[config.mk]
export PLATFORM = sky130hd
export DESIGN_NAME = mc_core_param
export DESIGN_NICKNAME = d
export VERILOG_FILES = /design/src/rtl/mc_core_param.sv
export SDC_FILE = /design/constraint.sdc
export NUM_CORES = 1
export LEC_CHECK = 0
export CORE_MARGIN = 5
export CORE_UTILIZATION = 35
export DETAILED_ROUTE_END_ITERATION = 10
export PLACE_DENSITY_LB_ADDON = 0.08
export SETUP_SLACK_MARGIN = 0.5
export SLEW_MARGIN = 10
export SYNTH_ARGS = -nofsm -noshare
export SYNTH_HDL_FRONTEND = slang
export SYNTH_SLANG_ARGS = --single-unit
[constraint.sdc]
create_clock -name clk -period 6.35 [get_ports clk]
set_input_delay 0.9525 -clock clk [delete_from_list [all_inputs] [get_ports clk]]
set_output_delay 0.9525 -clock clk [all_outputs]
set_load 0.05 [all_outputs]
[src/rtl/mc_core_param.sv]
// Parametrised multicycle accumulator-style core: IF/ID/IMM/EX/WB sequencer around an
// NREG x N register file, r0-indirect memory operand, stall freeze and retired counter.
module mc_core_param #(
  parameter int N          = 8,
  parameter int NREG       = 4,
  parameter int RW         = 2,
  parameter int SIGNED_CMP = 0,
  parameter int CNT_W      = 16
) (
  input  logic             clk,
  input  logic             reset,
  input  logic             stall,
  output logic [N-1:0]     mem_rd_addr1,
  input  logic [N-1:0]     mem_rd_data1,
  output logic [N-1:0]     mem_rd_addr2,
  input  logic [N-1:0]     mem_rd_data2,
  output logic [N-1:0]     mem_wr_addr,
  output logic [N-1:0]     mem_wr_data,
  output logic             mem_wr_en,
  output logic [CNT_W-1:0] retired
);

  generate
    if (N < 4 + 2 * RW || NREG != (1 << RW)) begin : g_bad_params
      $error("mc_core_param: need NREG == 2**RW and N >= 4+2*RW");
    end
  endgenerate

  typedef enum logic [2:0] {
    S_IF  = 3'd0,
    S_ID  = 3'd1,
    S_IMM = 3'd2,
    S_EX  = 3'd3,
    S_WB  = 3'd4
  } state_t;

  localparam logic [2:0] OP_ADD  = 3'd0;
  localparam logic [2:0] OP_ADDI = 3'd1;
  localparam logic [2:0] OP_SUB  = 3'd2;
  localparam logic [2:0] OP_SUBI = 3'd3;
  localparam logic [2:0] OP_MOV  = 3'd4;
  localparam logic [2:0] OP_MOVI = 3'd5;
  localparam logic [2:0] OP_BEQ  = 3'd6;
  localparam logic [2:0] OP_BLT  = 3'd7;

  state_t           state_reg, state_next;
  logic [N-1:0]     pc_reg, pc_next;
  logic [N-1:0]     ir_reg, ir_next;
  logic [N-1:0]     op1_reg, op1_next;
  logic [N-1:0]     op0_reg, op0_next;
  logic [N-1:0]     result_reg, result_next;
  logic             wr_en_reg, wr_en_next;
  logic [CNT_W-1:0] retired_reg, retired_next;
  logic [N-1:0]     regs_reg [NREG];

  logic [2:0]       op;
  logic [RW-1:0]    reg1;
  logic [RW-1:0]    reg0;
  logic             dst;
  logic             is_mem_op;
  logic             needs_imm;
  logic             mem_src;
  logic [N-1:0]     cmp_a;
  logic [N-1:0]     cmp_b;
  logic             br_eq;
  logic             br_lt;
  logic             br_taken;
  logic [RW-1:0]    wb_sel;
  logic             wb_active;
  logic [NREG-1:0]  reg_we;

  assign op   = ir_reg[N-1 -: 3];
  assign reg1 = ir_reg[N-4 -: RW];
  assign reg0 = ir_reg[N-4-RW -: RW];
  assign dst  = ir_reg[0];

  assign is_mem_op = (op == OP_ADD) || (op == OP_SUB) || (op == OP_MOV);
  assign needs_imm = !is_mem_op;
  // r0 field selects the memory word addressed by r0 instead of a register
  assign mem_src   = is_mem_op && (reg0 == '0);

  // Branches compare live register contents; op0 already holds the offset by EX
  assign cmp_a = regs_reg[reg1];
  assign cmp_b = regs_reg[reg0];
  assign br_eq = (cmp_a == cmp_b);

  generate
    if (SIGNED_CMP != 0) begin : g_signed_cmp
      assign br_lt = ($signed(cmp_a) < $signed(cmp_b));
    end else begin : g_unsigned_cmp
      assign br_lt = (cmp_a < cmp_b);
    end
  endgenerate

  assign br_taken = (op == OP_BEQ) ? br_eq : br_lt;

  // A WB cycle with the memory strobe up writes memory instead of the register file
  assign wb_sel    = dst ? reg1 : reg0;
  assign wb_active = (state_reg == S_WB) && !wr_en_reg;

  genvar gi;
  generate
    for (gi = 0; gi < NREG; gi++) begin : g_reg_we
      assign reg_we[gi] = wb_active && (wb_sel == RW'(gi));
    end
  endgenerate

  always_comb begin
    state_next   = state_reg;
    pc_next      = pc_reg;
    ir_next      = ir_reg;
    op1_next     = op1_reg;
    op0_next     = op0_reg;
    result_next  = result_reg;
    wr_en_next   = wr_en_reg;
    retired_next = retired_reg;

    case (state_reg)
      S_IF: begin
        ir_next    = mem_rd_data1;
        pc_next    = pc_reg + N'(1);
        state_next = S_ID;
      end
      S_ID: begin
        op1_next   = regs_reg[reg1];
        op0_next   = mem_src ? mem_rd_data2 : regs_reg[reg0];
        state_next = needs_imm ? S_IMM : S_EX;
      end
      S_IMM: begin
        op0_next   = mem_rd_data1;
        pc_next    = pc_reg + N'(1);
        state_next = S_EX;
      end
      S_EX: begin
        state_next = S_WB;
        wr_en_next = mem_src && !dst;
        case (op)
          OP_ADD, OP_ADDI: result_next = op1_reg + op0_reg;
          OP_SUB, OP_SUBI: result_next = op1_reg - op0_reg;
          OP_MOV:          result_next = dst ? op0_reg : op1_reg;
          OP_MOVI:         result_next = op0_reg;
          default: begin
            // beq / blt retire here and skip WB
            state_next   = S_IF;
            wr_en_next   = 1'b0;
            retired_next = retired_reg + CNT_W'(1);
            if (br_taken) begin
              pc_next = pc_reg + op0_reg;
            end
          end
        endcase
      end
      S_WB: begin
        wr_en_next   = 1'b0;
        retired_next = retired_reg + CNT_W'(1);
        state_next   = S_IF;
      end
      default: begin
        state_next = S_IF;
      end
    endcase
  end

  always_ff @(posedge clk) begin
    if (reset) begin
      state_reg   <= S_IF;
      pc_reg      <= '0;
      ir_reg      <= '0;
      op1_reg     <= '0;
      op0_reg     <= '0;
      result_reg  <= '0;
      wr_en_reg   <= 1'b0;
      retired_reg <= '0;
    end else if (!stall) begin
      state_reg   <= state_next;
      pc_reg      <= pc_next;
      ir_reg      <= ir_next;
      op1_reg     <= op1_next;
      op0_reg     <= op0_next;
      result_reg  <= result_next;
      wr_en_reg   <= wr_en_next;
      retired_reg <= retired_next;
    end
  end

  always_ff @(posedge clk) begin
    if (reset) begin
      for (int i = 0; i < NREG; i++) begin
        regs_reg[i] <= '0;
      end
    end else if (!stall) begin
      for (int i = 0; i < NREG; i++) begin
        if (reg_we[i]) begin
          regs_reg[i] <= result_reg;
        end
      end
    end
  end

  assign mem_rd_addr1 = pc_reg;
  assign mem_rd_addr2 = regs_reg[0];
  assign mem_wr_addr  = regs_reg[0];
  assign mem_wr_data  = result_reg;
  assign mem_wr_en    = wr_en_reg;
  assign retired      = retired_reg;

endmodule
After elaboration in Yosys (flattened, before gate mapping):

Memory sizes are Yosys's and may differ from the RTL's. A register that Yosys moved wholly into a read port is not among the register bits.
Cells that the tools add are included.

* output and inout bits: 49
* bits of input ports: 19
* RAM bits: 32
* word-level logic and storage cells: 108
* memories kept: 1
* flip-flop bits (word level): 60

* muxes and demuxes: 42
* equality and inequality tests: 16
* reduce and logical (&&, ||, !) cells: 30
* order comparisons: 1
* bitwise gates (word level): 5
* add/subtract/negate cells: 5

Memories
* regs_reg: depth 4, bits a word 8, rd ports 3, clocked after memory_dff 2, wr ports 4, RTL line 54 `logic [N-1:0] regs_reg [NREG];`

Operators by type and width (count)
* 8-bit two-way mux: 8
* 16-bit one-hot mux with 2 select lines: 1
* 8-bit one-hot mux with 2 select lines: 2
* 8-bit one-hot mux with 4 select lines: 1
* 1-bit two-way mux: 21
* 16-bit by 1-bit adder with 16-bit output, second input constant: 1
* 8-bit adder: 2
* 16-bit two-way mux: 1
* 3-bit by 2-bit == test with 1-bit output, second input constant: 4
* 3-bit == test, second input constant: 4
* 3-bit one-hot mux with 4 select lines: 1
* 2-bit two-way mux: 5
* 8-bit by 1-bit adder with 8-bit output, second input constant: 1
* 8-bit == test: 1
* 8-bit < comparator: 1
* 2-bit AND reduction: 4
* 8-bit subtractor: 1
* 1-bit logical AND: 7
* 3-bit by 1-bit == test with 1-bit output, second input constant: 2
* 3-bit zero test: 2
* 3-bit AND reduction: 2
* 2-bit nonzero test: 3
* 2-bit OR reduction: 3
* 6-bit OR reduction: 1
* 12 further kinds: 20

Depth between registers and ports, before layout:

Gate-level depths: netlist of run 1.

* depth in word-level cells: 8
* mapped depth: 12

Worst setup path after synthesis of run 1:

OpenSTA, ideal clock, no wires.

* path type: register -> register
* from: reg with a tool-made name
* to: reg pc_reg[1] (netlist: mem_rd_addr1[1])
* stages on the path, launching flop included: 9
* required time: 6.222 ns
* period minus slack after synthesis: 3.018 ns
* slack: 3.332 ns
* arrival time: 2.890 ns
* buffers on the path: 1
* library setup time: 0.128 ns
* cell sequence: dfxtp_1 > clkbuf_1 > mux4_2 > ha_1 > a2111oi_4 > nand4b_2 > o31ai_4 > mux2i_1 > nor2_1

RTL lines
* end signal, assigned: RTL line 176 `pc_reg <= pc_next;`
* end, declared: RTL line 47 `logic [N-1:0] pc_reg, pc_next;`

==> out/qor.yml, run 1 <==
run_status:
  outcome: "complete, no violations"
setup_path:
  critical_path_class: "reg2reg"
  endpoint: "mem_rd_addr1[1]"
  critical_path_arrival_ps: 3410
  worst-path-max-fanout: 8
  crit_path_end_kind: "register"
  reg2reg_depth: 7
  r2r-end: "mem_rd_addr1[1]"
  worstPathRequired_ps: 6560
  regToRegSetupSlack_ps: 3150
  critPathLaunchType: "register"
clock_tree:
  post_cts_resized: 0
  clockRootBuffer: "clkbuf_16"
  cts.sinks: 96
  clk_pin_slew_worst_paths_ps: 70
  hold_buffers: 0
  clock_latency_ps: 350
  cts_made_buffers: 9
  postCtsSetupBuffers: 0
  h-tree-depth: 3
  cts_tree: "done"
  clockBufferDepth: 2
logic_synthesis:
  syn_nets: 605
  syn-cell-area_um2: 5460
  synth_edf_count: 32
  synth-warning-count: 0
  yosysUniqueCellTypes: 55
  synthFlopType: "dfxtp_1"
  syn-instance-count: 560
  ys_seq_area_share_pct: 41.1
  syn_avg_cell_area_um2: 9.75
  synth-async-reset-ratio_pct: 0
  ys_ff_latch: 96
power:
  p_int_w: 0.00110
  power.share.clock_pct: 35.6
  p_comb_share_pct: 20.1
  seqPwrFrac_pct: 44.3
  power_density_nw_per_um2: 238
  p_leak_nw: 2.41
  sw_frac_of_total_pct: 29.2
  finalPower_w: 0.00156
  p_sw_w: 0.000455
  ir_worst_vdd_mv: 0.158
finish:
  fillers: 1522
  largest_reg_flops: 32
  area_growth_pct: 20.1
  fin_area_um2: 6560
  drive_gt1_share_pct: 7.98
  mostFrequentLayoutCells: "nor2_1 (71), clkdlybuf4s50_1 (66), dfxtp_1 (64)"
  final_common_cell: "nor2_1"
  layout.nets: 654
  final_util_pct: 43.0
detailed_routing:
  first_pass_iters: 4
  vias_per_cell: 4.96
  drt_iter0_drc: 376
  routed_wl_um: 14800
  drcViolationCount: 0
  routedWlPerCell_um: 17.9
  vias: 4100
  ant_nets: 0
sta:
  worst_pin_slew_ps: 1000
  setup_viol: 0
  slew_headroom_pct: 33.1
  fin_skew_ps: 8.82
  fin_crit_sh_pct: 50.4
  post-route-min-period_ps: 3200
  rsz0062_at_grt: "no"
  whs_ps: 457
  drv_slew: 0
  fmax_ghz: 0.312
  hold_viol: 0
  setup_tns_ps: 0
global_route:
  track_usage_pct: 16.9
  grt-ovfl-total: 0
  grt_max_degree: 64
  grt_pass1_vias: 4128
  grt_pass1_wl_um: 23500
  antenna_found_initial: 1
die:
  start_util_pct: 35.8
  dieArea_um2: 18200
  rows: 45
  die_w_um: 135
  coreArea_um2: 15300
  io-pin-count: 68
  die_y_um: 135
place:
  dp_hpwl_um: 11400
  place_area_um2: 6260
  io_buffers: 67
  place_congestion: 0.882
job:
  drv_cap: 0
min_path:
  min_path_type: "reg2reg"
  min_path_cells: 2
synth_stat cells (all sizes together) (13+ instances only):
master / instances / area [um^2]
nor2: 72 / 273
dfxtp: 64 / 1280
nand2: 45 / 171
and2: 40 / 250
a21oi: 39 / 195
edfxtp: 32 / 961
mux2i: 32 / 320
ha: 24 / 300
xnor2: 21 / 184
o21ai: 18 / 90.1
clkbuf: 17 / 63.8
inv: 17 / 63.8
mux4: 16 / 360
buf: 14 / 88.8
nor3: 13 / 85.1
per-layer routing:
metal	GRT usage (%)	up-vias	part of all wire, %
met2	27.0	67	47
met3	3.69	9	3.7
met1	23.5	1948	48
met5	0	-	0
met4	3.96	0	1.1
li1	-	2076	-
worst max-delay path, stage by stage, from the launching register on:
cell and delay, ps:
dfxtp_1 640, mux4_2 600, ha_1 380, a2111oi_4 380
nand4b_2 180, o31ai_4 560, mux2i_1 260, nor2_1 60
how the worst min path moves through the flow:
| stage | from | to | slack, ps |
|---|---|---|---|
| after floorplan | op1_reg[0] | op1_reg[0] | 440 |
| after global placement | op1_reg[0] | op1_reg[0] | 450 |
| after detailed placement | op1_reg[0] | op1_reg[0] | 450 |
| after CTS | op1_reg[0] | op1_reg[0] | 460 |
| after global routing | op1_reg[0] | op1_reg[0] | 480 |
| final | op1_reg[0] | op1_reg[0] | 460 |
layout make-up:
type	count	area, um^2	area share [%]
Inverter	17	63.8	0.973
Tap cell	211	264	4.02
Sequential cell	96	2240	34.2
Multi-Input combinational cell	416	3010	45.9
Clock buffer	10	229	3.49
Antenna cell	1	2.50	0.0381
Clock inverter	6	68.8	1.05
Timing Repair Buffer	69	681	10.4
metrics by stage:
step | worst slack, ps | instances
after global routing | 2920 | 825
after global placement | 3080 | 809
final | 3150 | 826
after floorplan | 3330 | 560
after CTS | 3120 | 825
after detailed placement | 3050 | 809
power by group through the flow:
stage / Sequential (W) / Combinational (W) / Clock [W]
2_1_floorplan: 0.000698 / 0.000231 / 0
3_3_place_gp: 0.000705 / 0.000311 / 0
3_5_place_dp: 0.000706 / 0.000313 / 0
4_1_cts: 0.000692 / 0.000315 / 0.000567
5_1_grt: 0.000696 / 0.000342 / 0.000597
6_report: 0.000691 / 0.000313 / 0.000555
kinds of logic after synthesis:
kind of cell / synth area share (%)
compound gates: 10.3
xor+xnor: 5.13
fa+ha+maj: 6.23
buf+inv: 3.96
flops: 41.1
mux: 12.9
simple gates: 20.4
Power figures use the tool's default switching activity.
==> run 2: changes to the inputs <==
Clock period 6.35 ns to 3.2 ns, I/O delays scaled along.
==> run 2 against run 1 <==
Against the previous run:
- non-clock buffer count up 25
- highest routed layer unchanged
- sequential cell count is the same
- clock-buffer cell count down 1
- core utilization is 2.2 points higher
- sequential share of layout area shrank 1.6 points
==> out/qor.yml, run 2 (synthesis gave the netlist of run 1 again) <==
run_status:
  outcome: "complete, no violations"  # unchanged
power:
  ir_worst_vdd_mv: 0.337  # was 0.158 mV
  power_density_nw_per_um2: 481  # was 238 nW/um^2
  p_leak_nw: 2.58  # was 2.41 nW
finish:
  fillers: 1479  # was 1522
  final_common_cell: "nor2_1"  # unchanged
  n_antenna_cell: 0  # was 1
  largest_reg_flops: 32  # unchanged
  drive_gt1_share_pct: 13.8  # was 7.98%
  mostFrequentLayoutCells: "nor2_1 (71), clkdlybuf4s50_1 (66), dfxtp_1 (62)"  # was nor2_1 (71), clkdlybuf4s50_1 (66), dfxtp_1 (64)
  layout.nets: 679  # was 654
  area_growth_pct: 26.2  # was 20.1%
setup_path:
  critPathLaunchType: "register"  # unchanged
  critical_path_class: "reg2reg"  # unchanged
  cpPeakStageDelay_ps: 530  # was 640 ps
  crit_buf_inv: 1  # was 0
  critical_path_arrival_ps: 2970  # was 3410 ps
  crit_path_end_kind: "register"  # unchanged
  slowest_stage: "mux4_2"  # was dfxtp_1
  worstPathRequired_ps: 3490  # was 6560 ps
  worst-path-max-fanout: 4  # was 8
  crit_family: "compound AO/OA/AOI/OAI gates"  # unchanged
  path_cells: "buf_6, mux4_2, ha_1, a2111oi_4, nand4b_4, o31a_1, or3_4, a21oi_2"  # was mux4_2, ha_1, a2111oi_4, nand4b_2, o31ai_4, mux2i_1, nor2_1
global_route:
  grt_pass1_vias: 4105  # was 4128
  grt_max_degree: 37  # was 64
  antenna_found_initial: 0  # was 1
  track_usage_pct: 16.7  # was 16.9%
  grt-ovfl-total: 0  # unchanged
  grt_pass1_wl_um: 23300  # was 23500 um
sta:
  hold_viol: 0  # unchanged
  layout_setup_ws_ps: 521  # was 3150 ps
  rsz0062_at_grt: "yes"  # was no
  slew_headroom_pct: 48.1  # was 33.1%
  fmax_ghz: 0.373  # was 0.312 GHz
  fin_skew_ps: 10.8  # was 8.82 ps
  worst_pin_slew_ps: 773  # was 1000 ps
  post-route-min-period_ps: 2680  # was 3200 ps
  drv_slew: 0  # unchanged
  setup_viol: 0  # unchanged
  fin_crit_sh_pct: 83.7  # was 50.4%
  setup_tns_ps: 0  # unchanged
clock_tree:
  cts_tree: "done"  # unchanged
  cts.sinks: 96  # unchanged
  h-tree-depth: 3  # unchanged
  cts_made_buffers: 9  # unchanged
  hold_buffers: 0  # unchanged
  clockRootBuffer: "clkbuf_16"  # unchanged
  clk_pin_slew_worst_paths_ps: 70  # about the same
  clock_latency_ps: 360  # was 350 ps
  clockBufferDepth: 2  # unchanged
die:
  dieArea_um2: 18200  # unchanged
  rows: 45  # unchanged
  start_util_pct: 35.8  # unchanged
  die_y_um: 135  # unchanged
  io-pin-count: 68  # unchanged
  coreArea_um2: 15300  # unchanged
  die_w_um: 135  # unchanged
detailed_routing:
  drt_iter0_drc: 286  # was 376
  routedWlPerCell_um: 17.4  # was 17.9 um
  routed_wl_um: 14800  # about the same
  vias_per_cell: 4.92  # was 4.96
  drcViolationCount: 0  # unchanged
  vias: 4186  # was 4100
  first_pass_iters: 5  # was 4
  ant_nets: 0  # unchanged
place:
  pre_cts_ws_ps: 321  # was 3050 ps
  place_congestion: 0.863  # was 0.882
  dp_hpwl_um: 11700  # was 11400 um
  io_buffers: 67  # unchanged
min_path:
  min_path_type: "reg2reg"  # unchanged
job:
  drv_cap: 0  # unchanged
[run 2: changes by cell type in the layout (fill, tap and decap cells not counted), sizes merged]
cell,previous run,this run
buf,3,28
bufinv,1,3
clkbuf,10,9
clkinv,3,0
clkinvlp,0,2
diode,1,0
[run 2: worst register-to-register path, delay by kind of cell (launching register included)]
family / cells / cell delay [ps]
flops: 1 / 350
simple gates: 2 / 530
buf+inv: 1 / 120
fa+ha+maj: 1 / 250
mux: 1 / 530
compound gates: 3 / 830
[run 2: layer usage]
layer	track usage, %	share of wire (%)	up-vias
li1	-	-	2110
met1	23.3	48	1996
met2	26.1	47	63
met3	3.24	3.2	17
met4	5.32	2.0	0
met5	0	0	-
[run 2: path summary, 6_finish.rpt]
check	slack [ps]	depth (start not counted)	start	to
max	520	8	register	mem_rd_addr1[7]
min reg2reg	460	2	op1_reg[0]	op1_reg[0]
max reg2reg	520	8	register	mem_rd_addr1[7]
min	460	2	op1_reg[0]	op1_reg[0]
[run 2: layout make-up]
class | instances | area, um^2 | area share [%]
inverters | 17 | 63.8 | 0.926
clock inverters | 7 | 125 | 1.82
well taps | 211 | 264 | 3.83
repair buffers | 94 | 880 | 12.8
clock buffers | 9 | 225 | 3.27
flip-flops and latches | 96 | 2250 | 32.6
multi-input cells | 416 | 3090 | 44.8
[run 2: power breakdown]
group          internal, W  switching [W]
clock network     0.000772       0.000506
logic             0.000311       0.000367
registers          0.00130      0.0000583
[run 2: repair_timing]
item                                    4_1_cts  5_1_grt
buffers inserted                              0        5
pin swaps                                     0        8
resized for setup                             3       13
endpoints found under the setup margin        8        8
[run 2: stage by stage]
stage / utilization [%] / cell area (um^2) / std cells / hold WS (ps) / power [W]
after detailed placement: 42.1 / 6420 / 829 / 455 / 0.00204
final: 45.2 / 6890 / 850 / 460 / 0.00331
after global routing: 45.2 / 6890 / 850 / 488 / 0.00347
after CTS: 44.5 / 6780 / 845 / 465 / 0.00333
after global placement: 42.1 / 6420 / 829 / 451 / 0.00203
after floorplan: - / 5480 / 560 / 436 / 0.00185
